## src/rtl/jpeg_huff_pkg.sv

```systemverilog
// rtl/jpeg_huff_pkg.sv - JPEG DC Huffman tables, field type and category helper
package jpeg_huff_pkg;

    localparam int DC_FIELD_W = 22;
    localparam int DC_LEN_W   = 5;
    localparam int DC_CODE_W  = 11;
    localparam int DC_MAX_CAT = 11;

    // Codes are right-aligned; the matching length says how many low bits are sent.
    localparam logic [DC_CODE_W-1:0] LUMA_DC_CODE [12] = '{
        11'd0, 11'd2, 11'd3, 11'd4, 11'd5, 11'd6,
        11'd14, 11'd30, 11'd62, 11'd126, 11'd254, 11'd510
    };
    localparam logic [3:0] LUMA_DC_LEN [12] = '{
        4'd2, 4'd3, 4'd3, 4'd3, 4'd3, 4'd3, 4'd4, 4'd5, 4'd6, 4'd7, 4'd8, 4'd9
    };

    localparam logic [DC_CODE_W-1:0] CHROMA_DC_CODE [12] = '{
        11'd0, 11'd1, 11'd2, 11'd6, 11'd14, 11'd30,
        11'd62, 11'd126, 11'd254, 11'd510, 11'd1022, 11'd2046
    };
    localparam logic [3:0] CHROMA_DC_LEN [12] = '{
        4'd2, 4'd2, 4'd2, 4'd3, 4'd4, 4'd5, 4'd6, 4'd7, 4'd8, 4'd9, 4'd10, 4'd11
    };

    typedef struct packed {
        logic [DC_FIELD_W-1:0] bits;
        logic [DC_LEN_W-1:0]   len;
    } dc_field_t;

    // Bit length of an unsigned magnitude; 0 maps to category 0.
    function automatic logic [3:0] dc_category(input logic [11:0] mag_abs);
        logic [3:0] cat;
        cat = 4'd0;
        for (int i = 0; i < 12; i++) begin
            if (mag_abs[i]) cat = 4'(i + 1);
        end
        return cat;
    endfunction

endpackage

```

## src/rtl/huffman_dc_code_rom.sv

```systemverilog
// rtl/huffman_dc_code_rom.sv - combinational DC code/length lookup by category
// chroma_i selects the chrominance table instead of luminance.
module huffman_dc_code_rom
    import jpeg_huff_pkg::*;
(
    input  logic [3:0]           cat_i,
    input  logic                 chroma_i,
    output logic [DC_CODE_W-1:0] code_o,
    output logic [3:0]           code_len_o
);

    always_comb begin
        code_o     = '0;
        code_len_o = '0;
        if (cat_i <= 4'(DC_MAX_CAT)) begin
            if (chroma_i) begin
                code_o     = CHROMA_DC_CODE[cat_i];
                code_len_o = CHROMA_DC_LEN[cat_i];
            end else begin
                code_o     = LUMA_DC_CODE[cat_i];
                code_len_o = LUMA_DC_LEN[cat_i];
            end
        end
    end

endmodule

```

## src/rtl/huffman_dc_encoder.sv

```systemverilog
// rtl/huffman_dc_encoder.sv - 2-stage JPEG DC DPCM + Huffman field encoder
// Optional HUFF_DC_CHROMA_EN: components >= 1 use the chrominance DC table.
module huffman_dc_encoder
    import jpeg_huff_pkg::*;
#(
    parameter int NUM_COMP = 3,
    parameter int COEF_W   = 11
) (
    input  logic                    clk_in,
    input  logic                    rst_n_in,
    input  logic                    valid_in,
    output logic                    ready_out,
    input  logic signed [COEF_W-1:0] coef_in,
    input  logic [1:0]              comp_in,
    input  logic                    restart_in,
    output logic                    valid_out,
    input  logic                    ready_in,
    output logic [DC_FIELD_W-1:0]   bits_out,
    output logic [DC_LEN_W-1:0]     len_out
);

`ifdef HUFF_DC_CHROMA_EN
    localparam bit CHROMA_EN = 1'b1;
`else
    localparam bit CHROMA_EN = 1'b0;
`endif

    localparam int PRED_W = 11;
    localparam int DIFF_W = 12;

    logic [PRED_W-1:0] pred_q [NUM_COMP];
    logic              s1_valid_q;
    logic [DIFF_W-1:0] s1_diff_q;
    logic [3:0]        s1_cat_q;
    logic [1:0]        s1_comp_q;
    logic              s2_valid_q;
    dc_field_t         s2_field_q;

    logic              s1_adv;
    logic              accept;
    logic signed [31:0] coef_ext;
    logic [PRED_W-1:0] coef_clamp;
    logic [PRED_W-1:0] pred_sel;
    logic [DIFF_W-1:0] diff_d;
    logic [DIFF_W-1:0] diff_abs;
    logic [3:0]        cat_d;

    assign s1_adv    = !s2_valid_q || ready_in;
    assign ready_out = s1_adv || !s1_valid_q;
    assign accept    = valid_in && ready_out;

    assign coef_ext = 32'(coef_in);

    always_comb begin
        if (coef_ext > 32'sd1023)       coef_clamp = 11'h3FF;
        else if (coef_ext < -32'sd1024) coef_clamp = 11'h400;
        else                            coef_clamp = coef_ext[PRED_W-1:0];
    end

    // A same-cycle restart wins, and out-of-range components always see predictor 0.
    always_comb begin
        pred_sel = '0;
        if (!restart_in) begin
            for (int i = 0; i < NUM_COMP; i++) begin
                if (comp_in == 2'(i)) pred_sel = pred_q[i];
            end
        end
    end

    assign diff_d   = {coef_clamp[PRED_W-1], coef_clamp} - {pred_sel[PRED_W-1], pred_sel};
    assign diff_abs = diff_d[DIFF_W-1] ? (~diff_d + 12'd1) : diff_d;
    assign cat_d    = dc_category(diff_abs);

    logic [DC_CODE_W-1:0]  code;
    logic [3:0]            code_len;
    logic [DIFF_W-1:0]     diff_adj;
    logic [DIFF_W-1:0]     mag_mask;
    logic [DC_FIELD_W-1:0] mag_ext;
    logic [DC_FIELD_W-1:0] code_sh;
    dc_field_t             field_d;

    huffman_dc_code_rom u_code_rom (
        .cat_i      (s1_cat_q),
        .chroma_i   (CHROMA_EN && (s1_comp_q != 2'd0)),
        .code_o     (code),
        .code_len_o (code_len)
    );

    // Negative differences send the low cat bits of diff-1 (one's complement form).
    assign diff_adj = s1_diff_q[DIFF_W-1] ? (s1_diff_q - 12'd1) : s1_diff_q;
    assign mag_mask = (12'd1 << s1_cat_q) - 12'd1;
    assign mag_ext  = {10'd0, diff_adj & mag_mask};
    assign code_sh  = {11'd0, code} << s1_cat_q;

    always_comb begin
        field_d      = '0;
        field_d.bits = code_sh | mag_ext;
        field_d.len  = {1'b0, code_len} + {1'b0, s1_cat_q};
    end

    always_ff @(posedge clk_in or negedge rst_n_in) begin
        if (!rst_n_in) begin
            for (int i = 0; i < NUM_COMP; i++) pred_q[i] <= '0;
            s1_valid_q <= 1'b0;
            s1_diff_q  <= '0;
            s1_cat_q   <= '0;
            s1_comp_q  <= '0;
            s2_valid_q <= 1'b0;
            s2_field_q <= '0;
        end else begin
            for (int i = 0; i < NUM_COMP; i++) begin
                if (accept && comp_in == 2'(i)) pred_q[i] <= coef_clamp;
                else if (restart_in)            pred_q[i] <= '0;
            end
            if (s1_adv) begin
                s2_valid_q <= s1_valid_q;
                if (s1_valid_q) s2_field_q <= field_d;
            end
            if (ready_out) begin
                s1_valid_q <= valid_in;
                if (valid_in) begin
                    s1_diff_q <= diff_d;
                    s1_cat_q  <= cat_d;
                    s1_comp_q <= comp_in;
                end
            end
        end
    end

    assign valid_out = s2_valid_q;
    assign bits_out  = s2_field_q.bits;
    assign len_out   = s2_field_q.len;

endmodule
```

## config.mk

```make
export PLATFORM = sky130hd
export DESIGN_NAME = huffman_dc_encoder
export DESIGN_NICKNAME = d
export VERILOG_FILES = /design/src/rtl/jpeg_huff_pkg.sv /design/src/rtl/huffman_dc_code_rom.sv /design/src/rtl/huffman_dc_encoder.sv
export SDC_FILE = /design/constraint.sdc
export NUM_CORES = 1
export LEC_CHECK = 0
export CAP_MARGIN = 15
export CORE_MARGIN = 2
export CORE_UTILIZATION = 59
export DETAILED_ROUTE_END_ITERATION = 8
export GPL_ROUTABILITY_DRIVEN = 1
export MAX_ROUTING_LAYER = met4
export PLACE_DENSITY_LB_ADDON = 0.1
export SETUP_SLACK_MARGIN = 0.3
export SLEW_MARGIN = 20
export SYNTH_ARGS = -nofsm -noshare
export SYNTH_HDL_FRONTEND = slang
export SYNTH_SLANG_ARGS = --single-unit
```

## constraint.sdc

```tcl
create_clock -name clk_in -period 4.7 [get_ports clk_in]
set_clock_uncertainty 0.2 [all_clocks]
set_input_delay 0.705 -clock clk_in [delete_from_list [all_inputs] [get_ports clk_in]]
set_output_delay 0.705 -clock clk_in [all_outputs]
set_load 0.02 [all_outputs]
```

==> results of run 1 <==
## routing by layer
layer | vias to the layer above | wire [µm] | track usage (%)
li1 | 2510 | - | -
met1 | 2403 | 5981 | 34.52
met2 | 151 | 6958 | 50.64
met3 | 40 | 499 | 3.589
met4 | 0 | 393 | 11.23
met5 | - | 0 | -
## cell usage in the layout (no fill, tap or decap), types with 6 or more instances in the layout
master	count
and2_1	6
nand3b_1	6
a21oi_1	33
o211ai_1	7
mux2i_1	14
ha_1	22
o22ai_1	6
nor3_1	16
nand2_1	123
clkbuf_8	9
nor2_1	38
xnor2_1	10
nand2b_1	46
inv_1	18
clkdlybuf4s50_1	43
nand3_1	10
dfrtp_1	78
buf_4	35
nor4_1	6
o21ai_0	93
xor2_1	11
## per-stage QoR
stage	setup TNS [ps]	instances	instance area [µm²]	worst slack [ps]
after floorplan	0	695	5598	316.7
after global placement	0	847	6237	120.3
after detailed placement	-32.71	847	6237	-20.34
after CTS	0	863	6464	327.7
after global routing	0	870	6626	381.9
final	0	870	6626	537.2
## cells by family after synthesis
logic type      synth area share (%)
compound gates                 23.17
xor+xnor                       3.735
fa+ha+maj                      6.084
buf+inv                        5.032
flops                          34.89
mux                            3.109
simple gates                   23.98
## worst max-delay path, delay by kind of cell
kind / cells / cell delay [ps]
AO/OA/AOI/OAI: 4 / 800
XOR/XNOR: 1 / 190
adder cells (fa/ha/maj): 2 / 600
buffers and inverters: 3 / 1050
multiplexers: 1 / 210
AND/OR/NAND/NOR: 3 / 660
## sequential cells by signal, summed over array words and instances (netlist names)
| signal | cells |
|---|---|
| bits_out | 22 |
| len_out | 5 |
| pred_q | 33 |
| s1_cat_q | 4 |
| s1_diff_q | 12 |
| s1_valid_q | 1 |
| valid_out | 1 |
## final cells by class
cell class	count	share of cell area, %
Clock inverter	7	1.548
Multi-Input combinational cell	545	52.19
Clock buffer	9	1.869
Inverter	18	1.020
Timing Repair Buffer	84	11.48
Sequential cell	78	29.46
Tap cell	129	2.436
## timing repair
item                                    CTS  global route
hold endpoints to repair                  0             0
buffers inserted                          0             6
hold buffers                              0             0
gates resized for setup                   0            27
endpoints found under the setup margin    0             4
## power by group
part	total, mW	switching, mW	internal, mW
combinational	1.05	0.604	0.444
sequential	0.870	0.0846	0.785
clock	0.578	0.270	0.308
## how the worst min path moves through the flow
stage | from | end | slack [ps] | cells past startpoint
5_1_grt | bits_out[17] | bits_out[17] | 320 | 2
4_1_cts | bits_out[11] | bits_out[11] | 290 | 2
2_1_floorplan | rst_n_in | bits_out[0] | 210 | 0
3_3_place_gp | bits_out[1] | bits_out[1] | 260 | 2
6_report | rst_n_in | len_out[2] | 260 | 1
3_5_place_dp | bits_out[11] | bits_out[11] | 270 | 2
==> flow_summary.yaml, run 1 <==
clock_network:
  cts.sinks: 78
  numCtsBuffers: 9
  cts_tree: "done"
  clk_pin_slew_ps: 90
  ctsLongestPathBuffers: 2
  cts_root_buf: "clkbuf_8"
  clkLatencyLatePin_ps: 350
  cts_htree_levels: 3
logic_synthesis:
  yosysWarnings: 0
  ys.flop_type: "dfrtp_1"
  synth_edf_count: 0
  yosysMostFrequentCell: "nand2_1"
  syn_area_per_cell_um2: 8.049
  syn_nets: 739
  yosysSeqAreaShare_pct: 34.89
  ys_types: 72
  synth_largest_area_cell: "dfrtp_1"
  syn_area_um2: 5594
  synth_cells: 695
  synthArstFlopShare_pct: 100.0
  synth_common_cells: "nand2_1, o21ai_0, dfrtp_1, clkbuf_1, nand2b_1"
  synth_seq_cells: 78
  synth_top_area_share_pct: 34.89
  synth_area_leaders: "dfrtp_1, o21ai_0, nand2_1"
layout:
  areaGrowthSynthToFinish_pct: 18.45
  seq_area_um2: 1952
  drive_gt1_share_pct: 13.09
  fillers: 755
  fin_util_pct: 71.71
  multi_input_area_um2: 3458
  fin_nets: 780
  n_antenna_cell: 0
die:
  die_w_um: 101.4
  die_h_um: 101.4
  row_count: 35
  core_um2: 9240
  die_area_um2: 10280
  start_util_pct: 60.54
  io_pins: 47
sta:
  fin_crit_ps: 4163
  post-route-period-util_pct: 88.57
  hold_violations: 0
  rsz0062_at_grt: "no"
  finalSetupViolCount: 0
  slew_violations: 0
  whs_ps: 255.2
  relSlewSlack_pct: 35.78
  max_freq_mhz: 240.2
  worstMarginPinSlew_ps: 963.3
global_route:
  grt_max_degree: 79
  antenna_found_initial: 0
  grt_pass1_wl_um: 23370
  grt-ovfl-total: 0
  grt_usage_pct: 29.16
  grt_pass1_vias: 5021
drt:
  drtIter0Drc: 255
  post_drt_wl_per_cell_um: 15.90
  routed_via_density: 5.867
  postRouteAntennaNets: 0
  routed-via-count: 5104
  wirelength_um: 13830
  post-route-drc-count: 0
  drtPass1Iterations: 5
setup_path:
  arrival_ps: 4220
  endpoint_kind: "flip-flop"
  rr_startpoint: "pred_q[11]"
  cp-start-kind: "primary input"
  cp.required_ps: 4760
  cp_max_fo: 11
  reg2reg_depth: 16
  cp-startpoint: "restart_in"
  crit_top_cell: "buf_4"
  worstSetupPathType: "primary input to flip-flop"
  ff2ff_setup_slack_ps: 910
  crit_end: "s1_cat_q[1]"
  critical_path.max_stage_delay_ps: 700
  crit_chain: "clkdlybuf4s50_1 -> nor2_1 -> ha_2 -> fa_2 -> buf_4 -> xor2_2 -> nand3_2 -> or3_4 -> a2111oi_4 -> buf_4 -> mux2i_1 -> o32ai_2 -> a21boi_2 -> o22ai_1"
  r2r_end: "s1_cat_q[1]"
  crit_slowest_cell: "clkdlybuf4s50_1"
place:
  port_buffers: 46
  post-dp-hpwl_um: 9859
  place.gp.congestion: 0.9882
power:
  p_per_area_nw_per_um2: 376.6
  totalPowerFinal_mw: 2.496
  p_leak_nw: 2.829
  peakVddDrop_mv: 0.1870
hold_path:
  hp-class: "primary input to asynchronous set/reset pin"
flow_run:
  maxCapViolCount: 0
run_status:
  outcome: "complete, no violations"
Note: power is estimated with default switching activity, not from simulation.
==> run 2: changes to the inputs <==
--- a/config.mk
+++ b/config.mk
@@ -7,13 +7,14 @@
 export LEC_CHECK = 0
 export CAP_MARGIN = 15
 export CORE_MARGIN = 2
-export CORE_UTILIZATION = 59
+export CORE_UTILIZATION = 60
 export DETAILED_ROUTE_END_ITERATION = 8
 export GPL_ROUTABILITY_DRIVEN = 1
 export MAX_ROUTING_LAYER = met4
-export PLACE_DENSITY_LB_ADDON = 0.1
+export PLACE_DENSITY = 0.9
 export SETUP_SLACK_MARGIN = 0.3
 export SLEW_MARGIN = 20
 export SYNTH_ARGS = -nofsm -noshare
 export SYNTH_HDL_FRONTEND = slang
+export SYNTH_HIERARCHICAL = 1
 export SYNTH_SLANG_ARGS = --single-unit
==> run 2 against run 1 <==
Net effect: via count rose by 7.8%; highest routed layer unchanged; final cell count rose by 5.6%; hold slack improved by 28 ps; setup slack improved by 24 ps; synthesized area rose by 6.9%; clock power fell by 21%.
==> flow_summary.yaml, run 2 <==
layout:
  layout_common_cells: "nand2_1, o21ai_0, dfrtp_1, nor2_1, nand2b_1"
  final_common_cell: "nand2_1"
  areaGrowthSynthToFinish_pct: 14.02
  fillers: 784
  largest_reg_flops: 33
  n_antenna_cell: 0
  fin_util_pct: 70.09
  top_register: "pred_q"
  fin_nets: 826
  drive_gt1_share_pct: 12.60
flow_run:
  maxCapViolCount: 0
place:
  place.gp.congestion: 0.9581
  place_ws_ps: 95.18
  post-dp-hpwl_um: 10990
  port_buffers: 46
setup_path:
  worstSetupPathType: "primary input to flip-flop"
  arrival_ps: 4160
  cp-start-kind: "primary input"
  cp_max_fo: 13
  cp.required_ps: 4720
  endpoint_kind: "flip-flop"
logic_synthesis:
  synth_largest_area_cell: "dfrtp_1"
  synth.mux.area_fraction_pct: 4.854
  ys.flop_type: "dfrtp_1"
  yosysSeqAreaShare_pct: 32.64
  synth_compound_area_share_pct: 22.57
  synth_top_area_share_pct: 32.64
  synth_edf_count: 0
  yosys.area_share.xor_xnor_pct: 3.724
  ys_types: 87
  synth_top_family_by_area: "simple AND/OR/NAND/NOR gates"
  synth_fa_ha_area_share_pct: 5.900
  synth_cells: 745
  synth_common_cells: "nand2_1, o21ai_0, dfrtp_1, nor2_1, nand2b_1"
  syn_area_um2: 5981
  syn_area_per_cell_um2: 8.028
  synth-simple-area-share_pct: 25.19
  syn_nets: 790
  synth_area_leaders: "dfrtp_1, o21ai_0, nand2_1"
  yosysWarnings: 6
  synth_seq_cells: 78
  synthArstFlopShare_pct: 100.0
  yosysMostFrequentCell: "nand2_1"
global_route:
  grt_pass1_wl_um: 25610
  grt_usage_pct: 29.52
  use_met3_pct: 3.650
  grt_max_degree: 79
  busiest_layer: "met2"
  grt_use_met2_pct: 49.25
  antenna_found_initial: 0
  met1_usage_pct: 36.98
  grt_pass1_vias: 5309
  grt-ovfl-total: 0
sta:
  relSlewSlack_pct: 35.55
  post-route-period-util_pct: 88.05
  fin_ws_ps: 561.7
  worstMarginPinSlew_ps: 966.7
  hold_violations: 0
  whs_ps: 283.7
  rsz0062_at_grt: "no"
  slew_violations: 0
  max_freq_mhz: 241.6
  fin_crit_ps: 4138
  fin_tns_setup_ps: 0
  finalSetupViolCount: 0
power:
  p_leak_nw: 2.880
  p_per_area_nw_per_um2: 370.9
  peakVddDrop_mv: 0.1853
drt:
  wirelength_um: 14880
  post-route-drc-count: 0
  drtPass1Iterations: 6
  drtIter0Drc: 401
  routed_via_density: 5.989
  postRouteAntennaNets: 0
  post_drt_wl_per_cell_um: 16.19
  routed-via-count: 5504
clock_network:
  ctsHoldBuffers: 0
  cts_tree: "done"
  cts_htree_levels: 3
  clkLatencyLatePin_ps: 360
  clk_pin_slew_ps: 80
  cts_root_buf: "clkbuf_8"
  numCtsBuffers: 9
  ctsLongestPathBuffers: 2
  cts.sinks: 78
die:
  io_pins: 47
  row_count: 36
  start_util_pct: 61.47
  die_area_um2: 10780
  die_w_um: 103.8
  core_um2: 9729
  die_h_um: 103.8
hold_path:
  hp-class: "flip-flop to flip-flop"
run_status:
  outcome: "complete, no violations"
## run 2: final cells by class
type | count | area [µm²] | area share [%]
inverter | 23 | 86.33 | 1.266
multi-input combinational | 593 | 3752 | 55.03
tap | 133 | 166.4 | 2.440
clock buffer | 11 | 141.4 | 2.073
sequential | 78 | 1952 | 28.62
timing repair buffer | 76 | 685.7 | 10.06
clock inverter | 5 | 35.03 | 0.5138
## run 2: worst paths after layout
path	cells past startpoint	from	to	slack (ps)
max reg2reg	15	pred_q[22]	s1_cat_q[1]	1050
min reg2reg	2	bits_out[12]	bits_out[12]	280
min in group asynchronous	1	rst_n_in	len_out[3]	310
min	2	bits_out[12]	bits_out[12]	280
max in group asynchronous	1	rst_n_in	s1_diff_q[7]	3380
max	16	comp_in[1]	s1_cat_q[1]	560
## run 2: worst max-delay path: stages
cell and delay [ps]:
clkdlybuf4s50_1 420, nor2b_1 140, buf_4 180, a21oi_1 150, nor2_1 50, ha_1 220, fa_1 430, nor2b_4 150
o22a_1 200, xnor2_2 200, nand3_4 160, or3_4 410, o32ai_2 250, a32o_2 230, a21boi_1 170, o22ai_1 80
## run 2: cells by family (layout without fill, tap and decap cells)
family,after synthesis,count (layout)
buffers and inverters,74,115
DFF,78,78
muxes,28,28
AOI/OAI and AO/OA,211,211
adders and majority gates,27,27
and+or+nand+nor,304,304
other,1,1
xor gates and xnor gates,22,22
## run 2: what timing repair did
item,CTS,global route
buffers inserted,0,0
resized for setup,0,4
setup endpoints to repair,0,4
hold endpoints to repair,0,0
## run 2: routing by layer
| metal | vias to the layer above | routed length (µm) |
|---|---|---|
| met2 | 180 | 7499 |
| li1 | 2668 | - |
| met4 | 0 | 341 |
| met5 | - | 0 |
| met1 | 2619 | 6354 |
| met3 | 37 | 680 |
## run 2: power breakdown
part | total, mW | internal, mW | switching, mW | leakage [nW]
Clock | 0.457 | 0.206 | 0.251 | 0.0893
Sequential | 0.891 | 0.798 | 0.0928 | 0.993
Combinational | 1.18 | 0.499 | 0.682 | 1.80
Total | 2.53 | 1.50 | 1.03 | 2.88
## run 2: stage by stage
stage	area [µm²]	power (mW)	instances
final	6819	2.529	919
after global placement	6624	2.025	903
after detailed placement	6624	2.066	903
after CTS	6800	2.524	919
after floorplan	5981	1.650	745
after global routing	6819	2.698	919
